===== config.mk =====
export PLATFORM = sky130hd
export DESIGN_NAME = codma_bus_arbiter
export DESIGN_NICKNAME = d
export VERILOG_FILES = /design/src/rtl/codma_bus_arbiter.sv
export SDC_FILE = /design/constraint.sdc
export NUM_CORES = 1
export LEC_CHECK = 0
export ABC_AREA = 1
export CAP_MARGIN = 20
export CORE_AREA = 2 2 259 261
export DETAILED_ROUTE_END_ITERATION = 8
export DIE_AREA = 0 0 261 263
export GPL_TIMING_DRIVEN = 0
export HOLD_SLACK_MARGIN = 0.06
export PLACE_DENSITY = 0.44
export SLEW_MARGIN = 40
export SYNTH_ARGS = -nofsm -noshare
export SYNTH_HDL_FRONTEND = slang
export SYNTH_SLANG_ARGS = --single-unit

===== constraint.sdc =====
create_clock -name clk_i -period 3.6 [get_ports clk_i]
set_input_delay 0.72 -clock clk_i [delete_from_list [all_inputs] [get_ports clk_i]]
set_output_delay 0.72 -clock clk_i [all_outputs]
set_load 0.1 [all_outputs]

===== src/rtl/codma_bus_arbiter.sv =====
// Round-robin arbiter sharing the CoDMA bus master port between NUM_REQ
// requesters. One burst is in flight at a time. Request fields are captured
// at arbitration and held on the bus until it grants. Data beats are then
// routed between the bus and the owner until the beat count is used up.
module codma_bus_arbiter #(
  parameter int NUM_REQ = 4,
  parameter int ADDR_W  = 32,
  parameter int DATA_W  = 64,
  parameter int SIZE_W  = 4,
  localparam int OWN_W  = $clog2(NUM_REQ)
) (
  input  logic                      clk_i,
  input  logic                      reset_i,
  input  logic [NUM_REQ-1:0]        req_read_i,
  input  logic [NUM_REQ-1:0]        req_write_i,
  input  logic [NUM_REQ*ADDR_W-1:0] req_addr_i,
  input  logic [NUM_REQ*SIZE_W-1:0] req_size_i,
  input  logic [NUM_REQ*DATA_W-1:0] req_write_data_i,
  output logic [NUM_REQ-1:0]        req_grant_o,
  output logic [NUM_REQ-1:0]        req_read_valid_o,
  output logic [DATA_W-1:0]         req_read_data_o,
  output logic [NUM_REQ-1:0]        req_write_ready_o,
  output logic                      bus_read_o,
  output logic                      bus_write_o,
  output logic [ADDR_W-1:0]         bus_addr_o,
  output logic [SIZE_W-1:0]         bus_size_o,
  output logic [DATA_W-1:0]         bus_write_data_o,
  input  logic                      bus_grant_i,
  input  logic                      bus_read_valid_i,
  input  logic [DATA_W-1:0]         bus_read_data_i,
  input  logic                      bus_write_ready_i,
  output logic                      busy_o,
  output logic [OWN_W-1:0]          owner_o
);

  typedef enum logic [1:0] {S_IDLE, S_REQ, S_DATA} state_t;

  state_t             state, state_next;
  logic [OWN_W-1:0]   rr_ptr;
  logic [OWN_W-1:0]   owner;
  logic               is_write;
  logic [SIZE_W-1:0]  count;
  logic [NUM_REQ-1:0] pending;
  logic [NUM_REQ-1:0] owner_hot;
  logic [OWN_W-1:0]   cand;
  logic [OWN_W-1:0]   win_idx;
  logic               win_found;
  logic               beat;

  // Pending requests and one-hot decode of the current owner
  always_comb begin
    pending   = req_read_i | req_write_i;
    owner_hot = '0;
    owner_hot[owner] = 1'b1;
  end

  // Winner: first pending index at or after rr_ptr, wrapping around
  always_comb begin
    win_found = 1'b0;
    win_idx   = '0;
    cand      = '0;
    for (int unsigned i = 0; i < NUM_REQ; i++) begin
      cand = OWN_W'((32'(rr_ptr) + i) % NUM_REQ);
      if (!win_found && pending[cand]) begin
        win_found = 1'b1;
        win_idx   = cand;
      end
    end
  end

  // A beat counts only in DATA and only in the direction of the burst
  always_comb begin
    beat = (state == S_DATA) && (is_write ? bus_write_ready_i : bus_read_valid_i);
  end

  // State register
  always_ff @(posedge clk_i or posedge reset_i) begin
    if (reset_i) state <= S_IDLE;
    else         state <= state_next;
  end

  // Next-state logic
  always_comb begin
    state_next = state;
    case (state)
      S_IDLE:  if (win_found) state_next = S_REQ;
      S_REQ:   if (bus_grant_i) state_next = S_DATA;
      S_DATA:  if (beat && count == SIZE_W'(1)) state_next = S_IDLE;
      default: state_next = S_IDLE;
    endcase
  end

  // Captured request, bus strobes, beat counter and round-robin pointer
  always_ff @(posedge clk_i or posedge reset_i) begin
    if (reset_i) begin
      rr_ptr      <= '0;
      owner       <= '0;
      is_write    <= 1'b0;
      count       <= '0;
      bus_read_o  <= 1'b0;
      bus_write_o <= 1'b0;
      bus_addr_o  <= '0;
      bus_size_o  <= '0;
    end else begin
      case (state)
        S_IDLE: begin
          if (win_found) begin
            // Read wins when both are set; the write remains requested
            owner       <= win_idx;
            bus_addr_o  <= req_addr_i[32'(win_idx)*ADDR_W +: ADDR_W];
            bus_size_o  <= req_size_i[32'(win_idx)*SIZE_W +: SIZE_W];
            is_write    <= !req_read_i[win_idx];
            bus_read_o  <= req_read_i[win_idx];
            bus_write_o <= !req_read_i[win_idx];
          end
        end
        S_REQ: begin
          if (bus_grant_i) begin
            bus_read_o  <= 1'b0;
            bus_write_o <= 1'b0;
            count       <= (bus_size_o == '0) ? SIZE_W'(1) : bus_size_o;
            rr_ptr      <= (32'(owner) == NUM_REQ - 1) ? '0 : owner + 1'b1;
          end
        end
        S_DATA: begin
          if (beat && count != SIZE_W'(1)) count <= count - 1'b1;
        end
        default: ;
      endcase
    end
  end

  // Combinational handshakes routed to the owner
  always_comb begin
    req_grant_o       = (state == S_REQ && bus_grant_i) ? owner_hot : '0;
    req_read_valid_o  = (beat && !is_write) ? owner_hot : '0;
    req_write_ready_o = (beat && is_write) ? owner_hot : '0;
    req_read_data_o   = bus_read_data_i;
    bus_write_data_o  = (state == S_DATA && is_write)
                        ? req_write_data_i[32'(owner)*DATA_W +: DATA_W] : '0;
    busy_o            = (state != S_IDLE);
    owner_o           = owner;
  end

endmodule


==> metrics.md <==
| Metric | Value |
|---|---|
| Status | completed |
| Synth warn | 0 |
| Req. time, crit path | 2.88 ns |
| Initial antenna violation count | 14 |
| Top cell type by total area after synthesis | dfrtp_1 |
| Die area | 0.06864 sq mm |
| Die W | 261 um |
| # Post-CTS Setup Buffers | 0 |
| Tot GR Track Use | 0.1453 |
| Worst Tran Pin Value | 0.8078 ns |
| FP Rows | 94 |
| Clk Tree Root Cell | clkbuf_16 |
| Power Density | 873.8 mW/mm^2 |
| Routed WL per cell | 20.11 um |
| CTS tree | built |
| Mean area per synthesized cell | 5.559 sq um |
| DRC | 0 |
| Finished Layout Cells | 2,627 |
| Final worst path period share | 0.9433 |
| Gr ovfl total | 0 |
| Layout cells sized above 1 | 0.2300 |
| Die Y | 263 um |
| Crit. End Element | output port |
| Syn_nets | 1,634 |
| CP max FO | 10 |
| Worst Skew | 0.01281 ns |
| Routability congestion estimate | 0.8896 |
| Vias per std cell | 3.760 |
| WL final | 52,830 um |
| Most frequent cells in the layout | 412 x clkdlybuf4s50_1, 277 x nor2_1, 210 x nand2_1, 134 x o21ai_0, 132 x buf_2 |
| I/O Buffers | 593 |
| DP Wirelength | 46,260 um |
| First-pass GRT wire length | 72,330 um |
| Area contributors post-synth | dfrtp_1 19%, nor2_1 16%, nand2_1 12% |
| DP Cell Count | 2,609 |
| Final min period | 3.396 ns |
| Pre-antenna DRT Iters | 5 |
| Final Hold Vio Count | 0 |
| LEAKAGE | 5.748 nW |
| Worst-path clk slew | 0.07 ns |
| Clock latency on the worst-skew pair | 0.31 ns |
| Critical path launch point | owner_o[0] |
| Setup crit start kind | flop |
| Unrepaired setup endpoints after global routing | no |
| Starting Density | 0.09750 |
| DR vias | 9,878 |
| Yosys reg bits | 49 |
| Commonest non-fill, non-tap cell in the layout | clkdlybuf4s50_1 |
| MaxCap Viol Count | 0 |
| Syn-to-layout area delta | 105.4% |
| Core box area | 0.06563 sq mm |
| Cts hold-fix bufs | 0 |
| Clock Path Buffers | 2 |
| Largest net degree at the start of global routing | 32 |
| Worst VDD drop | 0.3387 mV |
| Min-Delay Path Class | reg2reg |
| # clock sinks | 49 |
| Final Util | 0.2003 |
| Arr. time, crit path | 2.68 ns |
| Syn Inst Count | 1,151 |
| Rel. slew slack | 0.4615 |
| F_max | 294.5 MHz |
| Minimum hold slack | 0.4884 ns |
| Pins Over Slew Limit | 0 |
| Critical path type | reg2out |
| Vias in the first global route | 10,310 |
| CTS H-Tree Depth | 2 |
| First DRT Iteration DRCs | 490 |
| IO Count | 658 |
| TritonCTS Buffers | 5 |
| Cell Area, Synth | 0.006399 sq mm |
| Nets | 2,235 |
| Design area | 0.01314 sq mm |
| Post-DRT Antenna Nets | 0 |
| Fraction of the yosys area taken by sequential cells | 0.1916 |
| Synth cell types | 32 |
| HP Start | bus_addr_o[30] |
| Setup violations, final | 0 |
| RR Startpoint | rr_ptr[0] |
| Synth top area share | 0.1916 |
| Area of placed instances | 0.01279 sq mm |
[kinds of logic after synthesis]
| family | after synthesis | share of synthesized area |
|---|---|---|
| buf+inv | 217 | 0.1777 |
| simple gates | 666 | 0.4462 |
| flops | 49 | 0.1916 |
| compound gates | 213 | 0.1727 |
| fa+ha+maj | 6 | 0.01173 |
[metal layers]
metal	up-vias	global-route usage	part of all wire
met5	-	0	0.00051
met4	4	0.05313	0.031
met3	52	0.04448	0.098
met2	496	0.2603	0.49
met1	4518	0.1596	0.38
li1	4808	-	-
[synthesized netlist by cell type (all sizes together)]
| cell | n |
|---|---|
| a21boi | 1 |
| a21oi | 68 |
| a22oi | 1 |
| buf | 97 |
| clkbuf | 41 |
| dfrtp | 49 |
| ha | 6 |
| inv | 79 |
| nand2 | 221 |
| nand3 | 104 |
| nand3b | 8 |
| nand4 | 2 |
| nor2 | 282 |
| nor3 | 2 |
| o211ai | 2 |
| o21ai | 139 |
| o311ai | 1 |
| o31ai | 1 |
| or2 | 47 |
[timing repair]
item | 4_1_cts | 5_1_grt
gates resized for setup | 63 | 22
pin swaps | 0 | 0
endpoints found under the setup margin | 72 | 60
[worst max-delay path: stages, from the launching register on]
cell and delay (ns):
dfrtp_2 0.51, inv_1 0.14, clkbuf_2 0.29, clkbuf_1 0.49
o21ai_0 0.24, a21oi_2 0.22, buf_2 0.46
[flip-flops by register name, summed over array words and instances (netlist names)]
register     count
rr_ptr           2
bus_addr_o      32
count            4
is_write         1
owner_o          2
state            2
bus_size_o       4
bus_read_o       1
bus_write_o      1
[stage by stage]
stage / setup WS [ns] / power, mW / TNS, ns
6_report: 0.2041 / 11.48 / 0
5_1_grt: 0.02848 / 12.36 / 0
4_1_cts: 0.001303 / 11.67 / 0
3_5_place_dp: -0.09860 / 11.07 / -0.4013
3_3_place_gp: -1.233 / 11.43 / -51.80
2_1_floorplan: -0.1740 / 7.841 / -1.025
[worst paths after layout]
kind	end	slack, ns	cells past startpoint
min in group asynchronous	bus_addr_o[14]	0.79	2
max reg2reg	bus_addr_o[31]	1.03	13
min	bus_addr_o[30]	0.49	2
max in group asynchronous	owner_o[0]	2.31	3
min reg2reg	bus_addr_o[30]	0.49	2
max	bus_write_data_o[0]	0.20	6
[power breakdown]
part,internal (mW),switching (mW),leakage (nW)
clock,0.257,0.243,0.0670
combinational,2.44,7.44,5.08
sequential,0.855,0.252,0.597
[layout make-up]
| class | count | area [sq um] |
|---|---|---|
| clock inverter | 1 | 8.758 |
| sequential | 49 | 1227 |
| inverter | 79 | 304.0 |
| tap | 864 | 1081 |
| fill | 7530 | 52480 |
| timing repair buffer | 594 | 5207 |
| antenna | 11 | 27.53 |
| clock buffer | 6 | 128.9 |
| buffer | 138 | 865.8 |
| multi-input combinational | 885 | 4293 |
(Power assumes the default switching activity.)
